File: src/rtl/mux_scan_pkg.sv
// Shared definitions for the mux scan controller.
//   N_CH    : number of mux inputs scanned
//   SEL_W   : width of the mux select
//   state_t : controller states (idle, dwelling on a channel, frame offered)
package mux_scan_pkg;

    localparam int unsigned N_CH  = 4;
    localparam int unsigned SEL_W = 2;

    typedef enum logic [1:0] {
        S_IDLE  = 2'd0,
        S_DWELL = 2'd1,
        S_DONE  = 2'd2
    } state_t;

endpackage

File: src/rtl/chan_next_find.sv
// Combinational channel finder for the scan sequencer.
//   mask     in  : channel enables, bit k = mux input k
//   cur      in  : channel currently selected
//   first    out : lowest enabled channel (0 when mask is empty)
//   next     out : lowest enabled channel strictly above cur
//   has_next out : an enabled channel exists above cur
module chan_next_find
    import mux_scan_pkg::*;
(
    input  logic [N_CH-1:0]  mask,
    input  logic [SEL_W-1:0] cur,
    output logic [SEL_W-1:0] first,
    output logic [SEL_W-1:0] next,
    output logic             has_next
);

    logic found_first;

    always_comb begin
        first       = '0;
        next        = '0;
        has_next    = 1'b0;
        found_first = 1'b0;
        // Ascending scan; the found flags keep the lowest qualifying index.
        for (int unsigned k = 0; k < N_CH; k++) begin
            if (mask[k] && !found_first) begin
                first       = SEL_W'(k);
                found_first = 1'b1;
            end
            if (mask[k] && (k > 32'(cur)) && !has_next) begin
                next     = SEL_W'(k);
                has_next = 1'b1;
            end
        end
    end

endmodule

File: src/rtl/mux_scan_ctrl.sv
// Upstream sequencer for a 4:1 bit mux. Holds the select on each enabled
// channel for DWELL cycles, samples the mux output at the end of each dwell,
// and offers the assembled 4-bit frame on a valid/ready handshake.
//   clk, rst_n   : clock (rising edge), asynchronous active-low reset
//   start        : sweep request, honoured in idle only
//   en_mask      : channel enables, latched when a sweep starts
//   y_in         : mux output
//   sel          : mux select
//   busy         : sweep in progress or frame pending
//   frame        : sampled bits, disabled channels read 0
//   frame_valid  : frame available
//   frame_ready  : downstream accepts the frame
module mux_scan_ctrl
    import mux_scan_pkg::*;
#(
    parameter int unsigned DWELL      = 4,
    parameter int unsigned CNT_W      = 8,
    parameter bit          CONTINUOUS = 1'b0
) (
    input  logic             clk,
    input  logic             rst_n,
    input  logic             start,
    input  logic [N_CH-1:0]  en_mask,
    input  logic             y_in,
    output logic [SEL_W-1:0] sel,
    output logic             busy,
    output logic [N_CH-1:0]  frame,
    output logic             frame_valid,
    input  logic             frame_ready
);

    localparam logic [CNT_W-1:0] CNT_LAST = CNT_W'(DWELL - 1);

    state_t           state_q, state_d;
    logic [SEL_W-1:0] sel_q, sel_d;
    logic [CNT_W-1:0] cnt_q, cnt_d;
    logic [N_CH-1:0]  mask_q, mask_d;
    logic [N_CH-1:0]  buf_q, buf_d;
    logic [N_CH-1:0]  frame_q, frame_d;
    logic             valid_q, valid_d;

    logic [N_CH-1:0]  scan_mask;
    logic [N_CH-1:0]  sampled;
    logic [SEL_W-1:0] first_ch, next_ch;
    logic             has_next;

    // One finder serves both uses: during a sweep it walks the latched mask,
    // otherwise it looks at the live mask for a (re)load.
    assign scan_mask = (state_q == S_DWELL) ? mask_q : en_mask;

    chan_next_find u_find (
        .mask     (scan_mask),
        .cur      (sel_q),
        .first    (first_ch),
        .next     (next_ch),
        .has_next (has_next)
    );

    always_comb begin
        sampled        = buf_q;
        sampled[sel_q] = y_in;
    end

    always_comb begin
        state_d = state_q;
        sel_d   = sel_q;
        cnt_d   = cnt_q;
        mask_d  = mask_q;
        buf_d   = buf_q;
        frame_d = frame_q;
        valid_d = valid_q;
        unique case (state_q)
            S_IDLE: begin
                if (start && (|en_mask)) begin
                    mask_d  = en_mask;
                    buf_d   = '0;
                    sel_d   = first_ch;
                    cnt_d   = '0;
                    state_d = S_DWELL;
                end
            end
            S_DWELL: begin
                if (cnt_q == CNT_LAST) begin
                    cnt_d = '0;
                    buf_d = sampled;
                    if (has_next) begin
                        sel_d = next_ch;
                    end else begin
                        frame_d = sampled;
                        valid_d = 1'b1;
                        state_d = S_DONE;
                    end
                end else begin
                    cnt_d = cnt_q + CNT_W'(1);
                end
            end
            S_DONE: begin
                if (valid_q && frame_ready) begin
                    valid_d = 1'b0;
                    if (CONTINUOUS && (|en_mask)) begin
                        mask_d  = en_mask;
                        buf_d   = '0;
                        sel_d   = first_ch;
                        cnt_d   = '0;
                        state_d = S_DWELL;
                    end else begin
                        state_d = S_IDLE;
                    end
                end
            end
            default: state_d = S_IDLE;
        endcase
    end

    always_ff @(posedge clk or negedge rst_n) begin
        if (!rst_n) begin
            state_q <= S_IDLE;
            sel_q   <= '0;
            cnt_q   <= '0;
            mask_q  <= '0;
            buf_q   <= '0;
            frame_q <= '0;
            valid_q <= 1'b0;
        end else begin
            state_q <= state_d;
            sel_q   <= sel_d;
            cnt_q   <= cnt_d;
            mask_q  <= mask_d;
            buf_q   <= buf_d;
            frame_q <= frame_d;
            valid_q <= valid_d;
        end
    end

    assign sel         = sel_q;
    assign busy        = (state_q != S_IDLE);
    assign frame       = frame_q;
    assign frame_valid = valid_q;

endmodule

File: config.mk
export PLATFORM = sky130hd
export DESIGN_NAME = mux_scan_ctrl
export DESIGN_NICKNAME = d
export VERILOG_FILES = /design/src/rtl/mux_scan_pkg.sv /design/src/rtl/chan_next_find.sv /design/src/rtl/mux_scan_ctrl.sv
export SDC_FILE = /design/constraint.sdc
export NUM_CORES = 1
export LEC_CHECK = 0
export CAP_MARGIN = 20
export CORE_ASPECT_RATIO = 0.6
export CORE_UTILIZATION = 53
export DETAILED_ROUTE_END_ITERATION = 8
export HOLD_SLACK_MARGIN = 0.02
export MAX_ROUTING_LAYER = met4
export PLACE_DENSITY = 0.77
export SYNTH_ARGS = -nofsm -noshare
export SYNTH_HDL_FRONTEND = slang
export SYNTH_SLANG_ARGS = --single-unit
export TNS_END_PERCENT = 10
File: constraint.sdc
create_clock -name clk -period 2.34 [get_ports clk]
set_input_delay 0.585 -clock clk [delete_from_list [all_inputs] [get_ports clk]]
set_output_delay 0.585 -clock clk [all_outputs]
set_load 0.01 [all_outputs]
==> impl_metrics.yaml <==
clocking:
  h-tree-depth: 1
  clkSinkCount: 24
  cts_buffers: 3
  ctsRootBufferMaster: "clkbuf_8"
  clkLatencyLatePin_ns: 0.26
  clockBufferDepth: 2
  cts_setup_buffers: 0
  cts_tree: "built"
  cts.clk_slew.worst_paths_ns: 0.09
power:
  p_leak_nw: 0.7307
  power_mw: 1.999
  peakVddDrop_mv: 0.6495
  cellPowerDensity_nw_per_um2: 1222
timing:
  skew_ns: 0.006833
  worst_slew_pin_slew_ns: 0.5553
  fmax_ghz: 0.4492
  period_share: 0.9513
  hold_viol_final: 0
  rsz0062_at_grt: "no"
  finalSetupViolCount: 0
  slew_headroom: 0.6285
  finalCriticalPeriod_ns: 2.226
  fin_ws_ns: 0.1140
  drv_slew: 0
setup_path:
  cp_data_required_time_ns: 2.49
  path_buf_inv: 2
  arrival_ns: 2.38
  crit_type: "in2reg"
  cp-end-kind: "flip-flop"
  critPathLaunchType: "primary input"
  path_cells: "clkdlybuf4s50_1 > mux2_2 > a222oi_1 > buf_4 > nand3_2 > mux2_2"
  crit_fanout: 5
  crit_path_max_incr_delay_ns: 0.49
  crit_slowest_cell: "clkdlybuf4s50_1"
  critPathTopFamily: "buffers and inverters"
  timing.critical_path.mode_cell: "mux2_2"
synthesis:
  yosysMostFrequentCell: "dfrtp_1"
  syn_inst: 133
  synthDominantAreaCellType: "dfrtp_1"
  yosysUniqueCellTypes: 38
  syn_area_um2: 1304
  synth_top_area_share: 0.4607
  synth_top_flop_cell: "dfrtp_1"
  ys_seq_elements: 24
  synth-async-reset-ratio: 1.000
  synth_edf_count: 0
  synthTopCellsByArea: "dfrtp_1 46%, mux2_2 10%, o21ai_0 7.3%"
  postSynthNetCount: 143
  ys_seq_area_frac: 0.4607
  ys_warn_count: 0
  synthTopCellsByCount: "24 x dfrtp_1, 19 x o21ai_0, 18 x nand2_1, 12 x mux2_2, 8 x nor2_1"
  syn_avg_cell_area_um2: 9.803
drt:
  drtIter0Drc: 80
  dr_total_vias: 1116
  first_pass_iters: 4
  detail_route.vias_per_cell: 5.843
  ant_nets: 0
  wirelength_um: 3076
  avgRoutedWirePerCell_um: 16.10
  drcViolationCount: 0
place:
  post-place-ws_ns: -0.1851
  port_buffers: 16
  dp_hpwl_um: 2246
  placed_cells: 187
  globalplace.congestion: 0.8915
grt:
  grt_pass1_wl_um: 4905
  use_met3: 0.06534
  gr-total-overflow: 0
  grt_max_degree: 25
  grt_util_met2: 0.4133
  grt_pass1_vias: 976
  grt_util_met1: 0.3785
  antenna_found_initial: 0
  grt_usage: 0.2725
  busiest_layer: "met2"
status:
  status: "complete, no violations"
die:
  die-area_um2: 2669
  die_y_um: 40.42
  dieWidth_um: 66.03
  coreArea_um2: 2245
  start_util: 0.5808
  row_count: 13
  io_pins: 17
run:
  cap_viol_max_count: 0
finish:
  n_antenna_cell: 0
  areaGrowthSynthToFinish_pct: 25.43
  final_nets: 172
  drive_above_1_share: 0.2422
  seq_area_um2: 600.6
  final_cells: 191
  fillers: 169
  multi_input_area_um2: 673.1
worst_hold_path:
  min_path_type: "reg2reg"
-- worst reg2reg max path, stage by stage, from the launching register on --
cell      delay, ns
dfrtp_1        0.43
nand2b_2       0.22
mux2_2         0.36
a222oi_1       0.33
buf_4          0.18
nand3_2        0.14
mux2_2         0.34
-- cell families (layout without fill, tap and decap cells) --
kind of cell | Yosys count | after routing | synth area share
AND/OR/NAND/NOR | 43 | 43 | 0.1680
AO/OA/AOI/OAI | 39 | 39 | 0.1852
flip-flops | 24 | 24 | 0.4607
multiplexers | 15 | 15 | 0.1315
buffers and inverters | 9 | 37 | 0.03167
XOR/XNOR | 2 | 2 | 0.01344
adder cells (fa/ha/maj) | 1 | 1 | 0.009595
-- sequential cells by signal (all words and copies together) (netlist names) --
signal and flops:
cnt_q 8, buf_q 4, frame 4, mask_q 3, sel 2, state_q 2, frame_valid 1
-- report_power, final --
group          total (mW)  switching [mW]  internal (mW)
logic                1.00           0.470          0.532
registers           0.717           0.156          0.562
clock network       0.280           0.129          0.150
total                2.00           0.755           1.24
-- worst paths after layout --
| check | slack (ns) | from | depth (start not counted) | endpoint |
|---|---|---|---|---|
| setup / recovery | 0.11 | en_mask[3] | 6 | frame[1] |
| setup reg to reg | 0.22 | state_q[1] | 6 | frame[1] |
| min in group asynchronous | 0.67 | rst_n | 2 | cnt_q[5] |
| hold reg to reg | 0.52 | frame_valid | 2 | frame_valid |
| max in group asynchronous | 1.43 | rst_n | 2 | cnt_q[2] |
| hold / removal | 0.52 | frame_valid | 2 | frame_valid |
-- layout make-up --
class,count,share of cell area
multi-input combinational,100,0.4116
sequential,24,0.3673
timing repair buffer,28,0.1530
clock buffer,4,0.03366
tap,30,0.02295
inverter,5,0.01148
-- layout by cell type, fill, tap and decap left out, types with 3 or more instances in the layout --
| cell type | Yosys | layout |
|---|---|---|
| buf_4 | 0 | 12 |
| o21ai_0 | 19 | 19 |
| mux2_2 | 12 | 12 |
| inv_1 | 5 | 5 |
| a31oi_1 | 3 | 3 |
| and3_1 | 3 | 3 |
| a21oi_1 | 4 | 4 |
| nand2_1 | 18 | 18 |
| clkdlybuf4s50_1 | 0 | 16 |
| dfrtp_1 | 24 | 24 |
| nor2_1 | 8 | 8 |
| clkbuf_8 | 0 | 4 |
-- what timing repair did --
item | CTS | global route
hold endpoints to repair | 0 | 0
hold buffers | 0 | 0
gates resized for setup | 0 | 2
endpoints found under the setup margin | 0 | 4
-- routing by layer --
layer,up-vias,share of wire
met5,-,0
met3,4,0.073
li1,537,-
met1,525,0.48
met2,50,0.44
met4,0,0.0088
-- metrics by stage --
stage	TNS (ns)	cell area, um2	hold slack, ns	utilization
2_1_floorplan	0	1304	0.2894	-
3_3_place_gp	-0.9909	1569	0.4792	0.6990
3_5_place_dp	-1.298	1569	0.5038	0.6990
4_1_cts	0	1624	0.5234	0.7235
5_1_grt	0	1635	0.5396	0.7285
6_report	0	1635	0.5192	0.7285
(Power assumes the default switching activity.)
